File: config.mk
export PLATFORM = sky130hd
export DESIGN_NAME = quadrilatero_mesh_deskew_flat
export DESIGN_NICKNAME = d
export VERILOG_FILES = /design/src/rtl/quadrilatero_mesh_deskew_if.sv /design/src/rtl/quadrilatero_mesh_deskew.sv /design/src/flat_wrapper.sv
export SDC_FILE = /design/constraint.sdc
export NUM_CORES = 1
export LEC_CHECK = 0
export CORE_MARGIN = 3
export CORE_UTILIZATION = 45
export DETAILED_ROUTE_END_ITERATION = 7
export PLACE_DENSITY = 0.65
export SYNTH_ARGS = -nofsm -noshare
export SYNTH_HDL_FRONTEND = slang
export SYNTH_SLANG_ARGS = --single-unit
File: constraint.sdc
create_clock -name clk_i -period 3 [get_ports clk_i]
set_input_delay 0.6 -clock clk_i [delete_from_list [all_inputs] [get_ports clk_i]]
set_output_delay 0.6 -clock clk_i [all_outputs]
set_load 0.02 [all_outputs]
File: src/rtl/quadrilatero_mesh_deskew_if.sv
// rtl/quadrilatero_mesh_deskew_if.sv - mesh-edge input and row-writeback handshake bundle for the deskew stage.
// Optional row index lane present when QUADRILATERO_DESKEW_ROWIDX_EN is defined.
interface quadrilatero_mesh_deskew_if #(
  parameter int MESH_WIDTH = 4,
  parameter int DATA_WIDTH = 32,
  localparam int IDX_W     = (MESH_WIDTH > 1) ? $clog2(MESH_WIDTH) : 1
) ();
  logic                           pump;
  logic                           acc_valid;
  logic [MESH_WIDTH*DATA_WIDTH-1:0] acc;
  logic                           stall;
  logic                           row_valid;
  logic                           row_ready;
  logic [MESH_WIDTH*DATA_WIDTH-1:0] row;
`ifdef QUADRILATERO_DESKEW_ROWIDX_EN
  logic [IDX_W-1:0]               row_idx;

  modport master (
    output pump, acc_valid, acc, row_ready,
    input  stall, row_valid, row, row_idx
  );
  modport slave (
    input  pump, acc_valid, acc, row_ready,
    output stall, row_valid, row, row_idx
  );
`else
  modport master (
    output pump, acc_valid, acc, row_ready,
    input  stall, row_valid, row
  );
  modport slave (
    input  pump, acc_valid, acc, row_ready,
    output stall, row_valid, row
  );
`endif
endinterface

File: src/rtl/quadrilatero_mesh_deskew.sv
// rtl/quadrilatero_mesh_deskew.sv - realigns skewed mesh bottom-edge columns into rows and buffers them in an output FIFO.
// Optional per-row index output enabled by QUADRILATERO_DESKEW_ROWIDX_EN.
module quadrilatero_mesh_deskew #(
  parameter int  MESH_WIDTH = 4,
  parameter int  DATA_WIDTH = 32,
  parameter int  FIFO_DEPTH = 4,
  localparam int CNT_W      = $clog2(FIFO_DEPTH + 1)
) (
  input  logic                     clk_i,
  input  logic                     rst_ni,
  input  logic                     flush_i,
  quadrilatero_mesh_deskew_if.slave bus,
  output logic [CNT_W-1:0]         fifo_count_o,
  output logic                     overflow_o
);

  localparam int ROW_W = MESH_WIDTH * DATA_WIDTH;
  localparam int PTR_W = (FIFO_DEPTH > 1) ? $clog2(FIFO_DEPTH) : 1;

  logic [ROW_W-1:0] push_row;
  logic             v_tail;
  logic [31:0]      inflight;

  // Column j is delayed by MESH_WIDTH-1-j pumps so every column lines up with the last one.
  for (genvar j = 0; j < MESH_WIDTH; j++) begin : g_col
    if (j == MESH_WIDTH - 1) begin : g_pass
      assign push_row[j*DATA_WIDTH +: DATA_WIDTH] = bus.acc[j*DATA_WIDTH +: DATA_WIDTH];
    end else begin : g_dly
      localparam int N = MESH_WIDTH - 1 - j;
      logic [DATA_WIDTH-1:0] sh_q [N];

      always_ff @(posedge clk_i or negedge rst_ni) begin
        if (!rst_ni) begin
          for (int k = 0; k < N; k++) sh_q[k] <= '0;
        end else if (flush_i) begin
          for (int k = 0; k < N; k++) sh_q[k] <= '0;
        end else if (bus.pump) begin
          sh_q[0] <= bus.acc[j*DATA_WIDTH +: DATA_WIDTH];
          for (int k = 1; k < N; k++) sh_q[k] <= sh_q[k-1];
        end
      end

      assign push_row[j*DATA_WIDTH +: DATA_WIDTH] = sh_q[N-1];
    end
  end

  if (MESH_WIDTH == 1) begin : g_nochain
    assign v_tail   = bus.acc_valid;
    assign inflight = '0;
  end else begin : g_chain
    logic [MESH_WIDTH-2:0] vc_q;

    always_ff @(posedge clk_i or negedge rst_ni) begin
      if (!rst_ni) begin
        vc_q <= '0;
      end else if (flush_i) begin
        vc_q <= '0;
      end else if (bus.pump) begin
        vc_q <= (vc_q << 1) | (MESH_WIDTH-1)'(bus.acc_valid);
      end
    end

    assign v_tail   = vc_q[MESH_WIDTH-2];
    assign inflight = 32'($countones(vc_q));
  end

  logic [ROW_W-1:0] mem_q [FIFO_DEPTH];
  logic [ROW_W-1:0] last_q;
  logic [PTR_W-1:0] wr_ptr_q, rd_ptr_q;
  logic [CNT_W-1:0] count_q, count_d;
  logic             overflow_q;
  logic             push, pop, full, do_write;

  assign full     = (count_q == CNT_W'(FIFO_DEPTH));
  assign push     = bus.pump && v_tail;
  assign pop      = bus.row_valid && bus.row_ready;
  assign do_write = push && (!full || pop);

  always_comb begin
    count_d = count_q;
    if (do_write && !pop) count_d = count_q + 1'b1;
    else if (!do_write && pop) count_d = count_q - 1'b1;
  end

  function automatic logic [PTR_W-1:0] ptr_inc(input logic [PTR_W-1:0] p);
    return (p == PTR_W'(FIFO_DEPTH - 1)) ? '0 : p + 1'b1;
  endfunction

  always_ff @(posedge clk_i or negedge rst_ni) begin
    if (!rst_ni) begin
      for (int i = 0; i < FIFO_DEPTH; i++) mem_q[i] <= '0;
      last_q     <= '0;
      wr_ptr_q   <= '0;
      rd_ptr_q   <= '0;
      count_q    <= '0;
      overflow_q <= 1'b0;
    end else if (flush_i) begin
      for (int i = 0; i < FIFO_DEPTH; i++) mem_q[i] <= '0;
      last_q     <= '0;
      wr_ptr_q   <= '0;
      rd_ptr_q   <= '0;
      count_q    <= '0;
      overflow_q <= 1'b0;
    end else begin
      if (do_write) begin
        mem_q[wr_ptr_q] <= push_row;
        wr_ptr_q        <= ptr_inc(wr_ptr_q);
      end
      if (pop) begin
        last_q   <= mem_q[rd_ptr_q];
        rd_ptr_q <= ptr_inc(rd_ptr_q);
      end
      if (push && full && !pop) overflow_q <= 1'b1;
      count_q <= count_d;
    end
  end

  // Empty FIFO keeps presenting the most recently popped head.
  assign bus.row_valid = (count_q != '0);
  assign bus.row       = bus.row_valid ? mem_q[rd_ptr_q] : last_q;
  assign bus.stall     = (32'(count_q) + inflight) >= 32'(FIFO_DEPTH);
  assign fifo_count_o  = count_q;
  assign overflow_o    = overflow_q;

`ifdef QUADRILATERO_DESKEW_ROWIDX_EN
  localparam int IDX_W = (MESH_WIDTH > 1) ? $clog2(MESH_WIDTH) : 1;

  logic [IDX_W-1:0] idx_mem_q [FIFO_DEPTH];
  logic [IDX_W-1:0] idx_last_q;
  logic [IDX_W-1:0] idx_ctr_q;

  always_ff @(posedge clk_i or negedge rst_ni) begin
    if (!rst_ni) begin
      for (int i = 0; i < FIFO_DEPTH; i++) idx_mem_q[i] <= '0;
      idx_last_q <= '0;
      idx_ctr_q  <= '0;
    end else if (flush_i) begin
      for (int i = 0; i < FIFO_DEPTH; i++) idx_mem_q[i] <= '0;
      idx_last_q <= '0;
      idx_ctr_q  <= '0;
    end else begin
      if (do_write) begin
        idx_mem_q[wr_ptr_q] <= idx_ctr_q;
        idx_ctr_q <= (32'(idx_ctr_q) == MESH_WIDTH - 1) ? '0 : idx_ctr_q + 1'b1;
      end
      if (pop) idx_last_q <= idx_mem_q[rd_ptr_q];
    end
  end

  assign bus.row_idx = bus.row_valid ? idx_mem_q[rd_ptr_q] : idx_last_q;
`endif

endmodule

File: src/flat_wrapper.sv
// flat-port wrapper written by rule: the top's interface ports become plain ports
module quadrilatero_mesh_deskew_flat 
#(
  parameter int  MESH_WIDTH = 4,
  parameter int  DATA_WIDTH = 32,
  parameter int  FIFO_DEPTH = 4,
  localparam int CNT_W      = $clog2(FIFO_DEPTH + 1)
)
  (clk_i, rst_ni, flush_i, fifo_count_o, overflow_o, bus_pump, bus_acc_valid, bus_acc, bus_row_ready, bus_stall, bus_row_valid, bus_row);
  quadrilatero_mesh_deskew_if #(.MESH_WIDTH(MESH_WIDTH), .DATA_WIDTH(DATA_WIDTH)) bus_i ();
  input  logic clk_i;
  input  logic rst_ni;
  input  logic flush_i;
  output logic [CNT_W-1:0] fifo_count_o;
  output logic overflow_o;
  input wire logic [$bits(bus_i.pump)-1:0] bus_pump;
  input wire logic [$bits(bus_i.acc_valid)-1:0] bus_acc_valid;
  input wire logic [$bits(bus_i.acc)-1:0] bus_acc;
  input wire logic [$bits(bus_i.row_ready)-1:0] bus_row_ready;
  output wire logic [$bits(bus_i.stall)-1:0] bus_stall;
  output wire logic [$bits(bus_i.row_valid)-1:0] bus_row_valid;
  output wire logic [$bits(bus_i.row)-1:0] bus_row;
  assign bus_i.pump = bus_pump;
  assign bus_i.acc_valid = bus_acc_valid;
  assign bus_i.acc = bus_acc;
  assign bus_i.row_ready = bus_row_ready;
  assign bus_stall = bus_i.stall;
  assign bus_row_valid = bus_i.row_valid;
  assign bus_row = bus_i.row;
  quadrilatero_mesh_deskew #(.MESH_WIDTH(MESH_WIDTH), .DATA_WIDTH(DATA_WIDTH), .FIFO_DEPTH(FIFO_DEPTH)) u_core (.clk_i(clk_i), .rst_ni(rst_ni), .flush_i(flush_i), .bus(bus_i), .fifo_count_o(fifo_count_o), .overflow_o(overflow_o));
endmodule
==> results.sh <==
export IMPL_status="finished, violations left"
export IMPL_violations="negative setup slack"
export IMPL_wirelength_mm=106
export IMPL_core_area_um2=82900
export IMPL_drc=0
export IMPL_synth_top_cell_area_share_pct=55.5
export IMPL_cts_max_level=3
export IMPL_dp_slack_ns=0.117
export IMPL_clk_path_buf_depth=3
export IMPL_synth_xor_area_share_pct=0.0461
export IMPL_die_w_um=297
export IMPL_portBuffers=267
export IMPL_multi_input_area_um2=15400
export IMPL_worst_setup_path_start_kind="flip-flop"
export IMPL_synth_common_cells="nand2_1 (1,027), dfrtp_1 (843), a21oi_1 (515)"
export IMPL_cpMaxStageDelayCell="mux4_2"
export IMPL_fmax_ghz=0.312
export IMPL_ys_ff_latch=843
export IMPL_critPathRequiredTime_ns=2.40
export IMPL_synth_edf_count=0
export IMPL_slew_viol_final=0
export IMPL_skew_ns=0.0178
export IMPL_die_area_um2=87900
export IMPL_grt_pass1_wl_mm=167
export IMPL_p_leak_nw=20.5
export IMPL_die_height_um=297
export IMPL_worst_path_buf_inv=4
export IMPL_cts_buffers=92
export IMPL_fp_row_count=105
export IMPL_root_buffer="clkbuf_16"
export IMPL_cts_sinks=843
export IMPL_crit_type="flip-flop to output pin"
export IMPL_io_pins=268
export IMPL_seq_area_frac_synth_pct=55.5
export IMPL_via_per_inst=5.54
export IMPL_crit_top_cell="buf_12"
export IMPL_num_fill_cells=7056
export IMPL_gr_total_overflow=0
export IMPL_grt_usage_pct=24.3
export IMPL_wl_per_cell_um=21.3
export IMPL_routabilityCongestion=0.761
export IMPL_vias=27600
export IMPL_powerDensity_nw_per_um2=628
export IMPL_power_mw=29.1
export IMPL_finish_utilization_pct=55.9
export IMPL_synth_simple_area_share_pct=12.4
export IMPL_relSlewSlack_pct=50.2
export IMPL_synth_area_um2=38000
export IMPL_grt_pass1_vias=27900
export IMPL_netlist_instances=3504
export IMPL_timing_final_crit_share_pct=107
export IMPL_path_clk_slew_ns=0.06
export IMPL_place_hpwl_mm=61.3
export IMPL_peakVddDrop_v=0.000545
export IMPL_synth_avg_cell_area_um2=10.8
export IMPL_drive_gt1_share_pct=19.3
export IMPL_synthToLayoutAreaGrowth_pct=22.0
export IMPL_grt_antenna_before_repair=6
export IMPL_grt_setup_unrepaired="yes"
export IMPL_cp_arrival_ns=2.60
export IMPL_drtPass1Iterations=6
export IMPL_fin_crit_ns=3.20
export IMPL_synth_largest_area_cell="dfrtp_1"
export IMPL_crit_family="multiplexers"
export IMPL_synth_top_family_by_area="multiplexers"
export IMPL_synthFlopType="dfrtp_1"
export IMPL_nets=3915
export IMPL_synth_fa_ha_area_share_pct=0.316
export IMPL_ys_async_sr_fraction_pct=100
export IMPL_yosys_top_cells_area="dfrtp_1 (56%), nand2_1 (10%), mux4_2 (7.6%)"
export IMPL_worstPathCellList="buf_12 > buf_12 > buf_16 > mux4_2 > mux2_2 > buf_2"
export IMPL_synth_most_common_cell="nand2_1"
export IMPL_fin_ws_ns=-0.202
export IMPL_synth_cell_types=40
export IMPL_ant_nets=0
export IMPL_setup_violations=123
export IMPL_synth_nets=3647
export IMPL_yosys_mux_area_fraction_pct=16.5
export IMPL_hold_path_class="primary input to flip-flop"
export IMPL_critPathMaxFanout=8
export IMPL_drv_cap=0
export IMPL_reg2reg_slack_ns=0.64
export IMPL_hold_viol_final=0
export IMPL_worst_pin_slew_ns=0.747
export IMPL_tritoncts="yes"
export IMPL_clock_latency_ns=0.64
export IMPL_yosysWarnings=0
export IMPL_drt_iter0_markers=2497
export IMPL_initial_core_util_pct=45.8
export IMPL_grt_max_degree=131
export IMPL_seqCellArea_um2=21100
export IMPL_cpPeakStageDelay_ns=0.50
export IMPL_end_kind="output pin"
export IMPL_synth_compound_area_share_pct=10.2
through the flow:
stage	cells	instance area, um2	hold slack (ns)	setup TNS, ns
global placement	4722	42000	0.481	0
global route	4974	46300	0.333	-22.74
floorplan	3504	38000	0.304	0
CTS	4923	45500	0.314	-26.25
detailed placement	4722	42000	0.483	0
finish	4974	46300	0.356	-13.87
cell type report:
type	instances	share of cell area [%]
Inverter	4	0.0324
Clock buffer	143	5.99
Clock inverter	26	0.764
Sequential cell	843	45.5
Timing Repair Buffer	464	11.4
Tap cell	1123	3.03
Antenna cell	4	0.0216
Multi-Input combinational cell	2367	33.2
report_power, final:
part           internal (mW)  leakage [nW]  switching (mW)
clock                   6.89          1.54            4.72
combinational           2.73          7.22            3.08
sequential              11.5          11.7           0.147
total                   21.1          20.5            7.95
layout by cell type (no fill, tap or decap), types with 2 or more instances in the layout:
master           Yosys  routed
buf_8                0       5
nand3_1              2       2
a22o_1             128     128
xnor2_1              2       2
mux4_2             128     128
clkinv_2             0      12
buf_4               23      81
or3_1                3       2
inv_16               0       2
buf_6               81     113
ha_1                 8       8
o211ai_4             0       4
bufinv_16            0       6
nor3_1               2       2
inv_1                4       4
clkbuf_8             0      28
a21oi_1            515     515
a21o_1               2       2
nor2_1             201     200
buf_12               0      71
inv_6                0       2
mux2_4               0      82
clkdlybuf4s50_1      0     134
mux2i_1            196     196
diode_2              0       4
dlygate4sd2_1        0       2
mux2_2             118      46
o211a_4              0       4
buf_16               0       7
clkbuf_1            88      23
buf_2               87      34
nand2_1           1027    1027
clkinv_8             0       3
dfrtp_4              0       2
clkbuf_16            0      97
dfrtp_1            843     841
clkbuf_2             0      10
repair_timing:
item / in CTS / in global routing
cloned: 4 / 5
setup endpoints to repair: 130 / 128
hold buffers: 1 / 0
endpoints found under the hold margin: 30 / 0
buffers inserted: 27 / 49
resized for setup: 475 / 338
layer usage:
layer	up-vias	wire length, um	GRT usage [%]
met5	-	12	0
met4	2	2380	6.35
met3	148	6230	3.67
met2	831	50500	38.9
met1	14100	47000	34.8
li1	12500	-	-
sequential cells by signal, summed over array words and instances (netlist names):
signal and count:
u_core.g_chain.vc_q 3, u_core.fifo_count_o 3, u_core.rd_ptr_q 2, u_core.overflow_o 1, u_core.g_col.g_dly.sh_q 192, u_core.mem_q 512
u_core.wr_ptr_q 2, u_core.last_q 128
path summary, 6_finish.rpt:
path / startpoint / end / cells past startpoint
max: u_core.rd_ptr_q[0]$_DFFE_PN0P_ / bus_row[49] / 6
min: bus_pump / u_core.g_col[0].g_dly.sh_q[3]$_DFFE_PN0P_ / 3
max reg2reg: u_core.fifo_count_o[1]$_DFFE_PN0P_ / u_core.fifo_count_o[2]$_DFFE_PN0P_ / 7
min reg2reg: u_core.last_q[58]$_DFFE_PN0P_ / u_core.last_q[58]$_DFFE_PN0P_ / 1
max in group asynchronous: rst_ni / u_core.last_q[101]$_DFFE_PN0P_ / 3
min in group asynchronous: rst_ni / u_core.last_q[51]$_DFFE_PN0P_ / 2
tightest hold or removal path: stages:
cell and delay (ns):
buf_8 0.17, mux2i_1 0.10, nor2_1 0.08
cell families after synthesis:
kind of cell    Yosys count
compound gates          661
flops                   843
mux                     452
fa+ha+maj                 9
simple gates           1243
xor+xnor                  2
buf+inv                 294
No activity file was read; power rests on OpenSTA's default activity.
